File: config.mk
export PLATFORM = sky130hd
export DESIGN_NAME = imem_program_loader
export DESIGN_NICKNAME = d
export VERILOG_FILES = /design/src/rtl/imem_program_loader.sv
export SDC_FILE = /design/constraint.sdc
export NUM_CORES = 1
export LEC_CHECK = 0
export CORE_ASPECT_RATIO = 0.6
export CORE_MARGIN = 1.5
export CORE_UTILIZATION = 63
export DETAILED_ROUTE_END_ITERATION = 7
export PLACE_DENSITY = 0.86
export SYNTH_ARGS = -nofsm -noshare
export SYNTH_HDL_FRONTEND = slang
export SYNTH_SLANG_ARGS = --single-unit
export TNS_END_PERCENT = 50
File: constraint.sdc
create_clock -name clock -period 4.4 [get_ports clock]
set_clock_uncertainty 0.05 [all_clocks]
set_input_delay 0.88 -clock clock [delete_from_list [all_inputs] [get_ports clock]]
set_output_delay 0.88 -clock clock [all_outputs]
set_load 0.05 [all_outputs]
File: src/rtl/imem_program_loader.sv
// Packs a framed big-endian byte stream into 32-bit words and writes them to instruction memory.
// Write strobe 1 cycle after a word's 4th byte; byte_ready drops in IDLE/WRITE/DONE/ERR.
module imem_program_loader #(
  parameter int ADDR_W  = 14,
  parameter int TIMEOUT = 100000
) (
  input  logic              clock,
  input  logic              reset,
  input  logic              start,
  input  logic              byte_valid,
  input  logic [7:0]        byte_data,
  output logic              byte_ready,
  output logic              imem_we,
  output logic [ADDR_W-1:0] imem_addr,
  output logic [31:0]       imem_wdata,
  output logic              busy,
  output logic              cpu_hold,
  output logic              done,
  output logic              error,
  output logic [1:0]        err_code
);

  localparam logic [2:0] IDLE  = 3'd0;
  localparam logic [2:0] LEN   = 3'd1;
  localparam logic [2:0] DATA  = 3'd2;
  localparam logic [2:0] WRITE = 3'd3;
  localparam logic [2:0] CHK   = 3'd4;
  localparam logic [2:0] DONE  = 3'd5;
  localparam logic [2:0] ERR   = 3'd6;

  localparam int              TW      = $clog2(TIMEOUT + 1);
  localparam logic [TW-1:0]   TO_LAST = TW'(TIMEOUT - 1);
  localparam logic [31:0]     CAP     = 32'(1) << ADDR_W;

  logic [2:0]    state;
  logic [1:0]    byte_cnt;
  logic [23:0]   shift;
  logic [15:0]   len;
  logic [16:0]   word_cnt;
  logic [31:0]   xor_acc;
  logic [TW-1:0] to_cnt;

  logic          fire;
  logic [31:0]   word_in;
  logic [15:0]   hdr;

  assign byte_ready = (state == LEN) || (state == DATA) || (state == CHK);
  assign fire       = byte_valid && byte_ready;
  assign word_in    = {shift, byte_data};
  assign hdr        = {shift[7:0], byte_data};
  assign busy       = (state != IDLE);
  assign cpu_hold   = busy;
  assign imem_we    = (state == WRITE);

  always_ff @(posedge clock) begin
    if (reset) begin
      state      <= IDLE;
      byte_cnt   <= 2'd0;
      shift      <= 24'd0;
      len        <= 16'd0;
      word_cnt   <= 17'd0;
      xor_acc    <= 32'd0;
      to_cnt     <= '0;
      imem_addr  <= '0;
      imem_wdata <= 32'd0;
      done       <= 1'b0;
      error      <= 1'b0;
      err_code   <= 2'b00;
    end else begin
      case (state)
        IDLE: begin
          if (start) begin
            done     <= 1'b0;
            error    <= 1'b0;
            err_code <= 2'b00;
            word_cnt <= 17'd0;
            imem_addr <= '0;
            xor_acc  <= 32'd0;
            to_cnt   <= '0;
            byte_cnt <= 2'd0;
            len      <= 16'd0;
            state    <= LEN;
          end
        end
        LEN, DATA, CHK: begin
          // An accepted byte always wins over an expiring timeout.
          if (fire) begin
            to_cnt   <= '0;
            shift    <= {shift[15:0], byte_data};
            byte_cnt <= byte_cnt + 2'd1;
            if (state == LEN) begin
              if (byte_cnt == 2'd1) begin
                byte_cnt <= 2'd0;
                len      <= hdr;
                if (hdr == 16'd0) begin
                  state <= CHK;
                end else if ({16'd0, hdr} > CAP) begin
                  state    <= ERR;
                  error    <= 1'b1;
                  err_code <= 2'b01;
                end else begin
                  state <= DATA;
                end
              end
            end else if (state == DATA) begin
              if (byte_cnt == 2'd3) begin
                imem_wdata <= word_in;
                state      <= WRITE;
              end
            end else if (byte_cnt == 2'd3) begin
              if (word_in == xor_acc) begin
                state <= DONE;
                done  <= 1'b1;
              end else begin
                state    <= ERR;
                error    <= 1'b1;
                err_code <= 2'b10;
              end
            end
          end else if (to_cnt == TO_LAST) begin
            state    <= ERR;
            error    <= 1'b1;
            err_code <= 2'b11;
          end else begin
            to_cnt <= to_cnt + TW'(1);
          end
        end
        WRITE: begin
          xor_acc   <= xor_acc ^ imem_wdata;
          word_cnt  <= word_cnt + 17'd1;
          // Address wraps naturally after the last word of a full-capacity load.
          imem_addr <= imem_addr + ADDR_W'(1);
          state     <= (word_cnt + 17'd1 == {1'b0, len}) ? CHK : DATA;
        end
        DONE, ERR: state <= IDLE;
        default:   state <= IDLE;
      endcase
    end
  end

endmodule

==> flow_summary_export.csv, run 1 <==
group,metric,value,unit
sta,max_clock_freq,267,MHz
sta,finalSetupViolCount,0,
sta,slew_violations,0,
yosys,synth_edf_count,0,
route,drtAntennaViolNets,0,
min_path,min_path_type,"reg -> reg",
yosys,synth_cell_types,67,
yosys,synth_area,0.00776,mm2
global_route,grt_pass1_wl,33.1,mm
clock_network,cts_tree,"yes",
setup_path,r2r_cells,8,
placement,gp_congestion,0.932,
route,drc,0,
route,route.met3.wl,2.11,mm
die,dieArea,0.0130,mm2
pwr,p_leak,3.05,nW
die,initial_core_util,0.645,
setup_path,r2r-start,"state[1]",
die,core_area,0.0120,mm2
yosys,synthTopCellsByArea,"dfxtp_1 (42%), a21oi_1 (9.4%), nand2_1 (8.7%), nand3_1 (6.1%), xor2_1 (4.4%)",
route,drt_iter0_markers,700,
placement,io_buffers,65,
clock_network,post_cts_buffers,0,
route,vias_per_cell,6.11,
route,highest_layer,"met4",
yosys,yosysSeqAreaShare,0.415,
setup_path,cp-startpoint,"state[1]",
status,outcome,"completed",
die,io_pins,66,
flow_run,max-cap-violations,0,
yosys,synth_nets,1022,
global_route,grt_pass1_vias,6434,
setup_path,required,3.47,ns
setup_path,r2r-end,"byte_cnt[0]",
cells_and_area,nets,1050,
yosys,ys.flop_type,"dfxtp_1",
clock_network,hold_buffers,0,
sta,post-route-period-util,0.852,
cells_and_area,fillCellCount,904,
setup_path,ff2ff_setup_slack,1.15,ns
setup_path,cp_max_fo,17,
clock_network,cts_inserted_buffers,17,
setup_path,slowest_delay,0.73,ns
cells_and_area,seq_area,0.00322,mm2
clock_network,htree_levels,4,
sta,rsz0062_at_grt,"false",
setup_path,slowest_stage,"clkdlybuf4s50_1",
clock_network,clock_latency,0.42,ns
clock_network,cts_max_path_buffers,2,
clock_network,cts_resized,0,
cells_and_area,antenna_cells,0,
setup_path,start_kind,"flop",
route,met1_length,9.67,mm
yosys,synth_cells,1007,
die,die_y,89.0,um
setup_path,endpoint_kind,"output port",
sta,whs,0.414,ns
die,row_count,31,
sta,hold_viol,0,
setup_path,setup.worst_path.end,"byte_ready",
yosys,async_reset_ff_frac,0,
global_route,overflow,0,
route,drt-wirelength-per-cell,16.9,um
setup_path,crit_type,"reg -> out",
sta,fin_crit,3.75,ns
global_route,grtUsageTotal,0.319,
die,fp.dieW,146,um
route,first_pass_iters,5,
cells_and_area,area_growth,16.3,%
clock_network,root_buffer,"clkbuf_16",
yosys,ys_ff_latch,161,
setup_path,cp_num_buf_inv,2,
sta,worst_pin_slew,1.09,ns
cells_and_area,multi_input_area,0.00422,mm2
yosys,avgSynthCellArea,7.71,um2
placement,hpwl,13.3,mm
min_path,hold_path_depth,2,
clock_network,cts.sinks,161,
setup_path,cpLargestDelayFamily,"buffers and inverters",
sta,slew_headroom,0.267,
clock_network,clk_pin_slew,0.06,ns
pwr,ir_drop,0.748,mV
route,routed-wl-met2,8.57,mm
global_route,antenna_found_initial,0,
pwr,p_per_area,496,mW/mm2
sta,fin_tns_setup,0,ns
yosys,synth_largest_area_cell,"dfxtp_1",
setup_path,path_cells,"nand2b_1 -> a21oi_1 -> nor2_1 -> inv_2 -> clkdlybuf4s50_1",
yosys,synth_top_cell_area_share,0.415,
route,via_count,7415,
global_route,grt_start_max_net_pins,70,
setup_path,critical_path_cell_count,5,
yosys,yosys_warnings,0,
cells_and_area,drive_gt1_frac,0.0859,
setup_path,cp.arrival,2.82,ns
route,drt_wl_total,20.5,mm
==> layer usage <==
layer,vias up,global-route usage
met5,-,0
met4,0,0.0808
met3,29,0.0776
met2,382,0.467
met1,3435,0.472
li1,3569,-
==> cell type report <==
cell class / count / share of cell area
Multi-Input combinational cell: 765 / 0.467
Sequential cell: 161 / 0.357
Timing Repair Buffer: 75 / 0.0798
Clock buffer: 18 / 0.0475
Tap cell: 165 / 0.0229
Clock inverter: 14 / 0.0194
Inverter: 15 / 0.00624
==> layout by cell type, fill, tap and decap left out, types with 17 or more instances in the layout <==
master	synthesis	routed
a21oi_1	145	145
clkbuf_16	0	17
clkdlybuf4s50_1	0	63
dfxtp_1	161	161
nand2_1	180	180
nand3_1	95	94
nor2_1	57	57
nor3_1	17	17
nor4_1	18	18
o21ai_0	28	28
or2_2	35	35
xnor2_1	26	26
xor2_1	39	39
==> synthesized netlist by cell type, drive strengths merged, types with 4 or more instances <==
library cell,number
o211ai,5
or4,4
or3,13
nor3,17
nand3,95
nand4,14
and4,5
nand2,180
a21oi,145
nand2b,7
clkbuf,58
and3,5
xor2,39
dfxtp,161
o21ai,29
or2,35
and2,4
nor2,57
a211oi,5
a31oi,8
buf,8
inv,14
nor4,20
xnor2,26
==> worst min-delay path by stage <==
stage	from	endpoint	slack (ns)
finish	error	error	0.41
floorplan	len[0]	len[0]	0.39
global route	error	error	0.43
global placement	err_code[1]	err_code[1]	0.40
CTS	error	error	0.42
detailed placement	error	error	0.40
==> sequential cells by signal (all words and copies together) (netlist names) <==
| name | count |
|---|---|
| word_cnt | 17 |
| imem_wdata | 32 |
| byte_cnt | 2 |
| shift | 24 |
| to_cnt | 17 |
| err_code | 2 |
| error | 1 |
| imem_addr | 14 |
| len | 16 |
| state | 3 |
| done | 1 |
| xor_acc | 32 |
==> power by group <==
part	switching [mW]	internal [mW]
Combinational	0.917	0.368
Sequential	0.144	1.53
Clock	0.659	0.858
==> cells by family after synthesis <==
kind of cell | count (synthesis) | synth area share
AO/OA/AOI/OAI | 223 | 0.163
XOR/XNOR | 65 | 0.0734
adder cells (fa/ha/maj) | 4 | 0.00613
buffers and inverters | 81 | 0.0418
flip-flops | 161 | 0.415
multiplexers | 5 | 0.00677
AND/OR/NAND/NOR | 468 | 0.294
==> through the flow <==
stage	area [um2]	total power, mW	std cells	utilization	worst slack (ns)
global placement	8420	2.93	1181	0.701	0.893
global route	9030	4.66	1213	0.751	0.520
finish	9030	4.48	1213	0.751	0.653
detailed placement	8420	2.94	1181	0.701	0.834
floorplan	7760	2.61	1007	-	1.77
CTS	9030	4.45	1213	0.751	0.720
==> worst min-delay path, stage by stage, from the launching register on <==
cell and delay [ns]:
dfxtp_1 0.31, inv_1 0.05, a211oi_1 0.06
Note: power is estimated with default switching activity, not from simulation.
==> inputs of run 2 (changes only) <==
--- a/config.mk
+++ b/config.mk
@@ -10,6 +10,7 @@
 export CORE_UTILIZATION = 63
 export DETAILED_ROUTE_END_ITERATION = 7
 export PLACE_DENSITY = 0.86
+export SLEW_MARGIN = 20
 export SYNTH_ARGS = -nofsm -noshare
 export SYNTH_HDL_FRONTEND = slang
 export SYNTH_SLANG_ARGS = --single-unit
==> flow_summary_export.csv, run 2 (synthesis results as in run 1) <==
group,metric,value,unit
route,route.met3.wl,1.94,mm
setup_path,cp.arrival,2.87,ns
clock_network,root_buffer,"clkbuf_16",
clock_network,clock_latency,0.42,ns
route,drtAntennaViolNets,0,
placement,gp_congestion,0.932,
setup_path,ff2ff_setup_slack,1.09,ns
sta,timing.final.ws_setup,0.597,ns
route,drt-wirelength-per-cell,17.0,um
sta,post-route-period-util,0.864,
clock_network,post_cts_buffers,0,
cells_and_area,fillCellCount,905,
cells_and_area,area_growth,16.4,%
die,fp.dieW,146,um
sta,slew_headroom,0.395,
pwr,p_leak,3.05,nW
sta,fin_crit,3.80,ns
route,routed-wl-met2,8.52,mm
cells_and_area,reg_top3,"imem_wdata x32, xor_acc x32, shift x24",
placement,place_ws,0.834,ns
clock_network,clk_pin_slew,0.06,ns
global_route,grtUsageTotal,0.319,
sta,hold_viol,0,
route,first_pass_iters,6,
die,io_pins,66,
route,met1_length,9.91,mm
clock_network,htree_levels,4,
sta,fin_tns_setup,0,ns
sta,worst_pin_slew,0.905,ns
global_route,grt_pass1_vias,6434,
pwr,power,4.49,mW
clock_network,hold_buffers,0,
global_route,grt_start_max_net_pins,70,
route,drt_wl_total,20.6,mm
clock_network,cts.sinks,161,
global_route,grt_pass1_wl,33.1,mm
clock_network,cts_resized,0,
die,initial_core_util,0.645,
setup_path,crit_type,"reg -> out",
setup_path,start_kind,"flop",
sta,slew_violations,0,
sta,finalSetupViolCount,0,
pwr,p_per_area,497,mW/mm2
clock_network,cts_tree,"yes",
sta,max_clock_freq,263,MHz
clock_network,cts_inserted_buffers,17,
setup_path,endpoint_kind,"output port",
clock_network,cts_max_path_buffers,2,
min_path,min_path_type,"reg -> reg",
die,row_count,31,
setup_path,required,3.47,ns
setup_path,r2r-end,"byte_cnt[0]",
sta,whs,0.414,ns
setup_path,cp-startpoint,"state[1]",
cells_and_area,most-common-layout-cells,"nand2_1 (180), dfxtp_1 (161), a21oi_1 (145), nand3_1 (94), clkdlybuf4s50_1 (63)",
route,drt_iter0_markers,745,
setup_path,setup.worst_path.end,"byte_ready",
cells_and_area,drive_gt1_frac,0.0868,
status,outcome,"completed",
sta,rsz0062_at_grt,"false",
flow_run,max-cap-violations,0,
global_route,overflow,0,
setup_path,r2r_cells,8,
route,highest_layer,"met4",
route,vias_per_cell,6.11,
pwr,ir_drop,0.755,mV
cells_and_area,layout_commonest_cell,"nand2_1",
global_route,antenna_found_initial,0,
cells_and_area,antenna_cells,0,
cells_and_area,nets,1050,
die,dieArea,0.0130,mm2
die,core_area,0.0120,mm2
setup_path,cp_max_fo,17,
route,via_count,7414,
placement,hpwl,13.3,mm
route,drc,0,
placement,io_buffers,65,
die,die_y,89.0,um
setup_path,r2r-start,"state[1]",
[run 2: cell types whose count changed in the layout (fill, tap and decap cells not counted)]
cell	previous run	this run
o21ai_2	0	1
o21ai_1	1	0
[run 2: routing by layer]
layer / vias up / GRT usage
met4: 0 / 0.0808
met2: 374 / 0.467
li1: 3572 / -
met3: 32 / 0.0776
met5: - / 0
met1: 3436 / 0.472
[run 2: worst min-delay path by stage]
stage	cells past startpoint	startpoint	slack, ns	endpoint
after floorplan	2	len[0]	0.39	len[0]
after global routing	2	error	0.43	error
after global placement	2	err_code[1]	0.40	err_code[1]
after detailed placement	2	error	0.40	error
final	2	error	0.41	error
after CTS	2	error	0.42	error
[run 2: per-stage QoR]
| step | area, um2 | std cells | util |
|---|---|---|---|
| after floorplan | 7760 | 1007 | - |
| after global placement | 8420 | 1181 | 0.701 |
| after detailed placement | 8420 | 1181 | 0.701 |
| after CTS | 9030 | 1213 | 0.751 |
| after global routing | 9030 | 1213 | 0.751 |
| final | 9030 | 1213 | 0.751 |
[run 2: critical path: stages, from the launching register on]
cell	delay [ns]
dfxtp_1	0.72
nand2b_1	0.21
a21oi_1	0.11
nor2_1	0.56
inv_2	0.12
clkdlybuf4s50_1	0.73
[run 2: power by group]
group	switching, mW	internal [mW]
sequential	0.147	1.53
combinational	0.923	0.370
clock	0.657	0.857
total	1.73	2.76
[run 2: final cells by class]
| class | instances | area (um2) | share of cell area |
|---|---|---|---|
| Timing Repair Buffer | 75 | 721 | 0.0798 |
| Sequential cell | 161 | 3220 | 0.357 |
| Clock buffer | 18 | 429 | 0.0475 |
| Clock inverter | 14 | 175 | 0.0194 |
| Multi-Input combinational cell | 765 | 4220 | 0.467 |
| Tap cell | 165 | 206 | 0.0229 |
| Inverter | 15 | 56.3 | 0.00623 |
